**config.mk**
```make
export PLATFORM = sky130hd
export DESIGN_NAME = mips32_mem_arbiter
export DESIGN_NICKNAME = d
export VERILOG_FILES = /design/src/rtl/mips32_mem_arbiter.sv
export SDC_FILE = /design/constraint.sdc
export NUM_CORES = 1
export LEC_CHECK = 0
export CORE_MARGIN = 1
export CORE_UTILIZATION = 43
export DETAILED_ROUTE_END_ITERATION = 8
export PLACE_DENSITY = 0.81
export SLEW_MARGIN = 20
export SYNTH_ARGS = -nofsm -noshare
export SYNTH_HDL_FRONTEND = slang
export SYNTH_SLANG_ARGS = --single-unit
```
**constraint.sdc**
```tcl
create_clock -name clk1 -period 2 [get_ports clk1]
set_input_delay 0.3 -clock clk1 [delete_from_list [all_inputs] [get_ports clk1]]
set_output_delay 0.3 -clock clk1 [all_outputs]
set_load 0.03 [all_outputs]
```
**src/rtl/mips32_mem_arbiter.sv**
```systemverilog
// Arbiter for the single-port unified memory: DM beats IF, and a starvation counter bounds how long IF waits.
// Optional build macro MEM_ARB_PERF_EN adds the conflict_cnt / if_stall_cnt performance counters.
module mips32_mem_arbiter #(
    parameter int ADDR_W     = 10,
    parameter int DATA_W     = 32,
    parameter int MEM_LAT    = 1,
    parameter int STARVE_MAX = 4
) (
    input  logic              clk1,
    input  logic              rst,
    input  logic              if_req,
    input  logic [ADDR_W-1:0] if_addr,
    output logic              if_gnt,
    output logic              if_rvalid,
    output logic [DATA_W-1:0] if_rdata,
    input  logic              dm_req,
    input  logic              dm_we,
    input  logic [ADDR_W-1:0] dm_addr,
    input  logic [DATA_W-1:0] dm_wdata,
    output logic              dm_gnt,
    output logic              dm_rvalid,
    output logic [DATA_W-1:0] dm_rdata,
    output logic              mem_en,
    output logic              mem_we,
    output logic [ADDR_W-1:0] mem_addr,
    output logic [DATA_W-1:0] mem_wdata,
    input  logic [DATA_W-1:0] mem_rdata,
    output logic              busy
`ifdef MEM_ARB_PERF_EN
    ,
    output logic [31:0]       conflict_cnt,
    output logic [31:0]       if_stall_cnt
`endif
);

    // state  | meaning
    // IDLE   | sample requests, latch the winner
    // ISSUE  | drive the memory strobe and the winner's grant
    // WAIT   | count down the read latency, capture read data in the last cycle
    localparam logic [1:0] IDLE  = 2'd0;
    localparam logic [1:0] ISSUE = 2'd1;
    localparam logic [1:0] WAIT  = 2'd2;

    localparam int SW = $clog2(STARVE_MAX + 1);

    logic [1:0]        state;
    logic              win_dm;
    logic              lat_we;
    logic [ADDR_W-1:0] lat_addr;
    logic [DATA_W-1:0] lat_wdata;
    logic [2:0]        wait_cnt;
    logic [SW-1:0]     starve_cnt;
    logic              starved;
    logic              pick_dm;

    assign starved = (starve_cnt == SW'(STARVE_MAX));
    // IF only overrides a pending DM request once it has been passed over STARVE_MAX times.
    assign pick_dm = dm_req && !(if_req && starved);

    always_ff @(posedge clk1) begin
        if (rst) begin
            state      <= IDLE;
            win_dm     <= 1'b0;
            lat_we     <= 1'b0;
            lat_addr   <= '0;
            lat_wdata  <= '0;
            wait_cnt   <= '0;
            starve_cnt <= '0;
            if_rvalid  <= 1'b0;
            dm_rvalid  <= 1'b0;
            if_rdata   <= '0;
            dm_rdata   <= '0;
        end else begin
            if_rvalid <= 1'b0;
            dm_rvalid <= 1'b0;
            case (state)
                IDLE: begin
                    if (if_req || dm_req) begin
                        win_dm    <= pick_dm;
                        lat_we    <= pick_dm && dm_we;
                        lat_addr  <= pick_dm ? dm_addr : if_addr;
                        lat_wdata <= pick_dm ? dm_wdata : '0;
                        state     <= ISSUE;
                    end
                end
                ISSUE: begin
                    if (win_dm) begin
                        if (if_req && !starved)
                            starve_cnt <= starve_cnt + 1'b1;
                    end else begin
                        starve_cnt <= '0;
                    end
                    if (lat_we) begin
                        state <= IDLE;
                    end else begin
                        wait_cnt <= 3'(MEM_LAT);
                        state    <= WAIT;
                    end
                end
                WAIT: begin
                    wait_cnt <= wait_cnt - 1'b1;
                    if (wait_cnt == 3'd1) begin
                        if (win_dm) begin
                            dm_rdata  <= mem_rdata;
                            dm_rvalid <= 1'b1;
                        end else begin
                            if_rdata  <= mem_rdata;
                            if_rvalid <= 1'b1;
                        end
                        state <= IDLE;
                    end
                end
                default: state <= IDLE;
            endcase
        end
    end

    assign mem_en    = (state == ISSUE);
    assign mem_we    = mem_en && lat_we;
    assign mem_addr  = lat_addr;
    assign mem_wdata = lat_wdata;
    assign if_gnt    = mem_en && !win_dm;
    assign dm_gnt    = mem_en && win_dm;
    assign busy      = (state != IDLE);

`ifdef MEM_ARB_PERF_EN
    always_ff @(posedge clk1) begin
        if (rst) begin
            conflict_cnt <= '0;
            if_stall_cnt <= '0;
        end else begin
            if (state == IDLE && if_req && dm_req)
                conflict_cnt <= conflict_cnt + 32'd1;
            if (if_req && !if_gnt)
                if_stall_cnt <= if_stall_cnt + 32'd1;
        end
    end
`endif

endmodule
```
Word level (Yosys, flattened, before mapping)
Cells that the tools add are included.
Storage, ports and cells
  flip-flop bits (word level): 118
  input bits: 89
  output and inout port bits: 113
  word-level logic and storage cells: 57
Cells by class
  add/subtract/negate cells: 2
  equal/unequal tests: 8
  mux-type cells: 12
  bitwise operators: 3
  reductions and logical operators: 21
Operators with widths (count)
  32-bit 2-to-1 mux: 1
  10-bit 2-to-1 mux: 1
  3-bit 2-to-1 mux: 3
  2-bit AND reduction: 4
  1-bit logical AND: 7
  2-bit 2-to-1 mux: 3
  2-bit inequality test, second input constant: 3
  2-bit case mux with 3 select lines: 1
  3-bit case mux with 2 select lines: 1
  3-bit AND reduction: 2
  2-bit nonzero test: 2
  3-bit by 1-bit adder with 3-bit output, second input constant: 1
  3-bit by 1-bit equality test with 1-bit output, second input constant: 1
  3-bit equality test, second input constant: 1
  1-bit zero test: 3
  1-bit NOT: 3
  3-bit OR reduction: 1
  3-bit by 1-bit subtractor with 3-bit output, second input constant: 1
  2-bit by 1-bit equality test with 1-bit output, second input constant: 1
  2-bit equality test, second input constant: 1
  2-bit zero test: 1
  1-bit 2-to-1 mux: 2
  2-bit by 1-bit inequality test with 1-bit output, second input constant: 1
  1-bit logical OR: 1

Longest topological paths before layout
  depth in word-level cells: 5
  gate-level depth with buffers: 7
  mapped depth without buffers: 5

Worst setup path after synthesis
OpenSTA, ideal clock, no wires.
  path kind: reg2reg
  from: register state[0]
  to: register starve_cnt[2]
  setup time: 125 ps
  arrival: 1536 ps
  required time: 1875 ps
  path slack: 339 ps
  cell stages (with the launch flop): 5
  buffers on the path: 1
  clock period less this slack: 1661 ps
  cells stage by stage: dfxtp_1 buf_4 nor3b_1 or2_2 a21oi_1
On the way
  longest elaborated chain between the ends: 2
RTL lines
  from (decl): line 46  | logic [1:0] state;
  from (signal assigned): line 62  | state <= IDLE;
  from (signal assigned): line 83  | state <= ISSUE;
  from (signal assigned): line 94  | state <= IDLE;
  2-bit by 1-bit equality test with 1-bit output: line 76  | case (state)
  2-bit AND reduction (no source line)
  to (signal assigned): line 89  | starve_cnt <= starve_cnt + 1'b1;
  to (decl): line 52  | logic [SW-1:0] starve_cnt;
Every way passes these cells.
A chain may end at the register's enable or synchronous reset.

Final worst setup path
  from: register lat_wdata[0] (netlist: mem_wdata[0])
  to: output mem_wdata[0]
RTL lines
  from (decl): line 50  | logic [DATA_W-1:0] lat_wdata;
  from (signal assigned): line 82  | lat_wdata <= pick_dm ? dm_wdata : '0;
  to (decl): line 26  | output logic [DATA_W-1:0] mem_wdata,
No word-level cell between the ends.

==> metrics.txt <==
status=finished, final reports clean; Max transition margin=between 50% and 60%; placed cell count=between 800 and 900; Yosys warning total=0; worst skew pair latency=~0.5 ns; RSZ-0062 raised after global routing=false; gr usage total=around a quarter; complex-gate fraction of the synthesized area=a little over a quarter; cell chain of the critical path=clkdlybuf4s50_1; total core area=between 10,000 and 15,000 um2; worst reg2reg path depth=6; Flop pwr share=between 30% and 40%; Syn Inst Count=roughly 570; non-filler cells, final=897; Final period util=~93%; Via Count=5,161; post-layout min period=roughly 1.9 ns; Initial Utilization=between 40 and 50%; total I/O pin count=slightly above 200; skew final=between 0.006 and 0.007 ns; final setup violation count=0; die width=about 110 um; Clk network pwr share=43.8%; Logic pwr share=between 15 and 20%; most frequent cells in the layout=clkdlybuf4s50_1, dfxtp_1, a21oi_1, o21ai_0, nand3_1; DRT Pass-1 Iters=6; die area=around 12,000 um2; largest net degree at the start of global routing=65; Critical Path RT=1.70 ns; CP bufs+invs=1; DP HPWL=9790 um; syn_nets=666; CP max stage cell=clkdlybuf4s50_1; global-route wire length before repair=23,200 um; Syn Area/Cell=~8.3 um2; IO buf count=about 200; htree depth=4; main combinational cell family by area after synthesis=compound AO/OA/AOI/OAI gates; global routing's busiest layer=met2; FILL cells=approximately 870; crit path max fanout=2; power density over the cells=about 880 nW/um2; CP Depth=1; f_max=about 540 MHz; #FFs+latches synth=around 120; Die H=107 um; Final Hold Viols=0; Final nets=between 800 and 900; vias per std cell=about 5.8; initial antenna violation count=0; startpoint type of the worst setup path=flip-flop; ant diodes=0; cell family with most CP delay=buffers and inverters; postcts setup bufs=0; layout cell share with drive strength beyond 1=8.19%; hold buffers post-CTS=0; synth unique cells=38; gpl congestion=~0.77; Adder-Cell Fraction of Synth Area=under 10%; initial DRC count=417; Setup CP Type=reg2out; Slew @ Worst Pin=0.636 ns; Area growth syn-to-layout=55.0%; met1 usage=a little under a third; XOR/XNOR Fraction of Synth Area=0%; CTS Root Cell=clkbuf_8; CP Data Arrival Time=between 1.5 and 2 ns; commonest non-fill, non-tap cell in the layout=clkdlybuf4s50_1; Sw Ratio=27.1%; Detailed Route WL=14,800 um; Routed wire per std cell=16.5 um; Overflow after GRT=0; Seq/Total Area, Yosys=49.4%; post-synthesis simple-gate area fraction=15.8%; clock-pin slew on the worst setup and hold paths=~0.06 ns; met2 Track Usage GR=40.8%; vias in the first global route=roughly 4,700; fin. max-slew vios=0; TritonCTS clock tree=done; CTS Buffer Depth=2; post-synthesis instance area=4780 um2; Pleak=2.51 nW; Switch Pwr=1.76 mW; Antenna Nets Post-Route=0; Worst Hold Depth=2; clk sinks=around 120; DRC viols=0; maximum VDD drop=0.000502 V; Placement Rows=38; CP peak stage delay=approximately 0.7 ns; Critical Path End Type=output port; post-synthesis mux area share=0.419%; Worst Hold Class=in2reg; Setup TNS=0 ns; P_int=4.73 mW; max_cap viols=0; CTS Buf Count=17; M3 GR Usage=under 10%
[state kept, by name, indices dropped and copies added (netlist names)]
| signal | flops |
|---|---|
| dm_rdata | 32 |
| lat_we | 1 |
| win_dm | 1 |
| starve_cnt | 3 |
| dm_rvalid | 1 |
| if_rvalid | 1 |
| wait_cnt | 3 |
| mem_wdata | 32 |
| if_rdata | 32 |
| mem_addr | 10 |
| state | 2 |
[power groups by stage]
stage	Clock, mW	Combinational, mW	Sequential (mW)
after floorplan	0	0.458	2.73
after global placement	0	1.10	2.57
after detailed placement	0	1.12	2.57
after CTS	2.88	1.12	2.53
after global routing	3.02	1.20	2.54
final	2.84	1.12	2.53
[layer usage]
layer  wire (um)  part of all wire [%]
met2        7080                    48
met5           0                     0
met1        5940                    40
met3        1560                    11
met4         235                   1.6
[repair_timing]
action / CTS / global route
gates cloned: 0 / 0
setup endpoints to repair: 5 / 2
resized for setup: 6 / 5
[synthesized netlist by cell type (all sizes together)]
library cell | n | share of area, %
or4 | 1 | 0.16
nand3 | 76 | 8.0
clkinv | 1 | 0.078
inv | 9 | 0.71
nor3 | 4 | 0.42
buf | 21 | 2.8
nor3b | 1 | 0.16
ha | 4 | 1.0
a21bo | 1 | 0.21
mux2i | 2 | 0.42
nor4bb | 1 | 0.21
a311oi | 10 | 1.8
nand2 | 1 | 0.078
a221o | 1 | 0.21
o31ai | 1 | 0.16
a2bb2oi | 1 | 0.18
and3 | 1 | 0.13
or3 | 2 | 0.26
nand4 | 33 | 4.3
nor2b | 2 | 0.26
nor2 | 6 | 0.68
and2 | 1 | 0.13
nand4bb | 1 | 0.24
o21ai | 110 | 12
dfxtp | 118 | 49
a21oi | 114 | 12
nand2b | 3 | 0.55
or2 | 2 | 0.26
clkbuf | 44 | 3.5
a21o | 1 | 0.16
[stage by stage]
stage	hold slack [ns]	worst slack, ns	instance area (um2)	utilization [%]	power [mW]
after floorplan	0.448	0.339	4780	-	3.19
after global placement	0.457	0.248	6850	63.2	3.67
after detailed placement	0.466	0.240	6850	63.2	3.70
after CTS	0.289	0.00658	7420	68.4	6.53
after global routing	0.304	0.0819	7410	68.3	6.76
final	0.307	0.134	7410	68.3	6.49
[logic make-up (layout without fill, tap and decap cells)]
family                     count (synthesis)  after routing
adders and majority gates                  4              4
muxes                                      2              2
and+or+nand+nor                          135            135
AOI/OAI and AO/OA                        239            239
DFF                                      118            118
buffers and inverters                     75            259
[cell type report]
class,instances,area [um2],area share [%]
flip-flops and latches,118,2360,31.9
repair buffers,217,2160,29.2
multi-input cells,380,2100,28.4
clock buffers,20,435,5.88
well taps,140,175,2.36
clock inverters,12,129,1.74
inverters,10,38.8,0.524
[final timing paths]
| check | from | endpoint | slack [ns] |
|---|---|---|---|
| worst max-delay path | mem_wdata[0] | mem_wdata[0] | 0.13 |
| worst min-delay path | rst | state[1] | 0.31 |
| worst max register to register | wait_cnt[1] | if_rdata[24] | 0.23 |
| worst min register to register | dm_rdata[25] | dm_rdata[25] | 0.47 |
No activity file was read; power rests on OpenSTA's default activity.
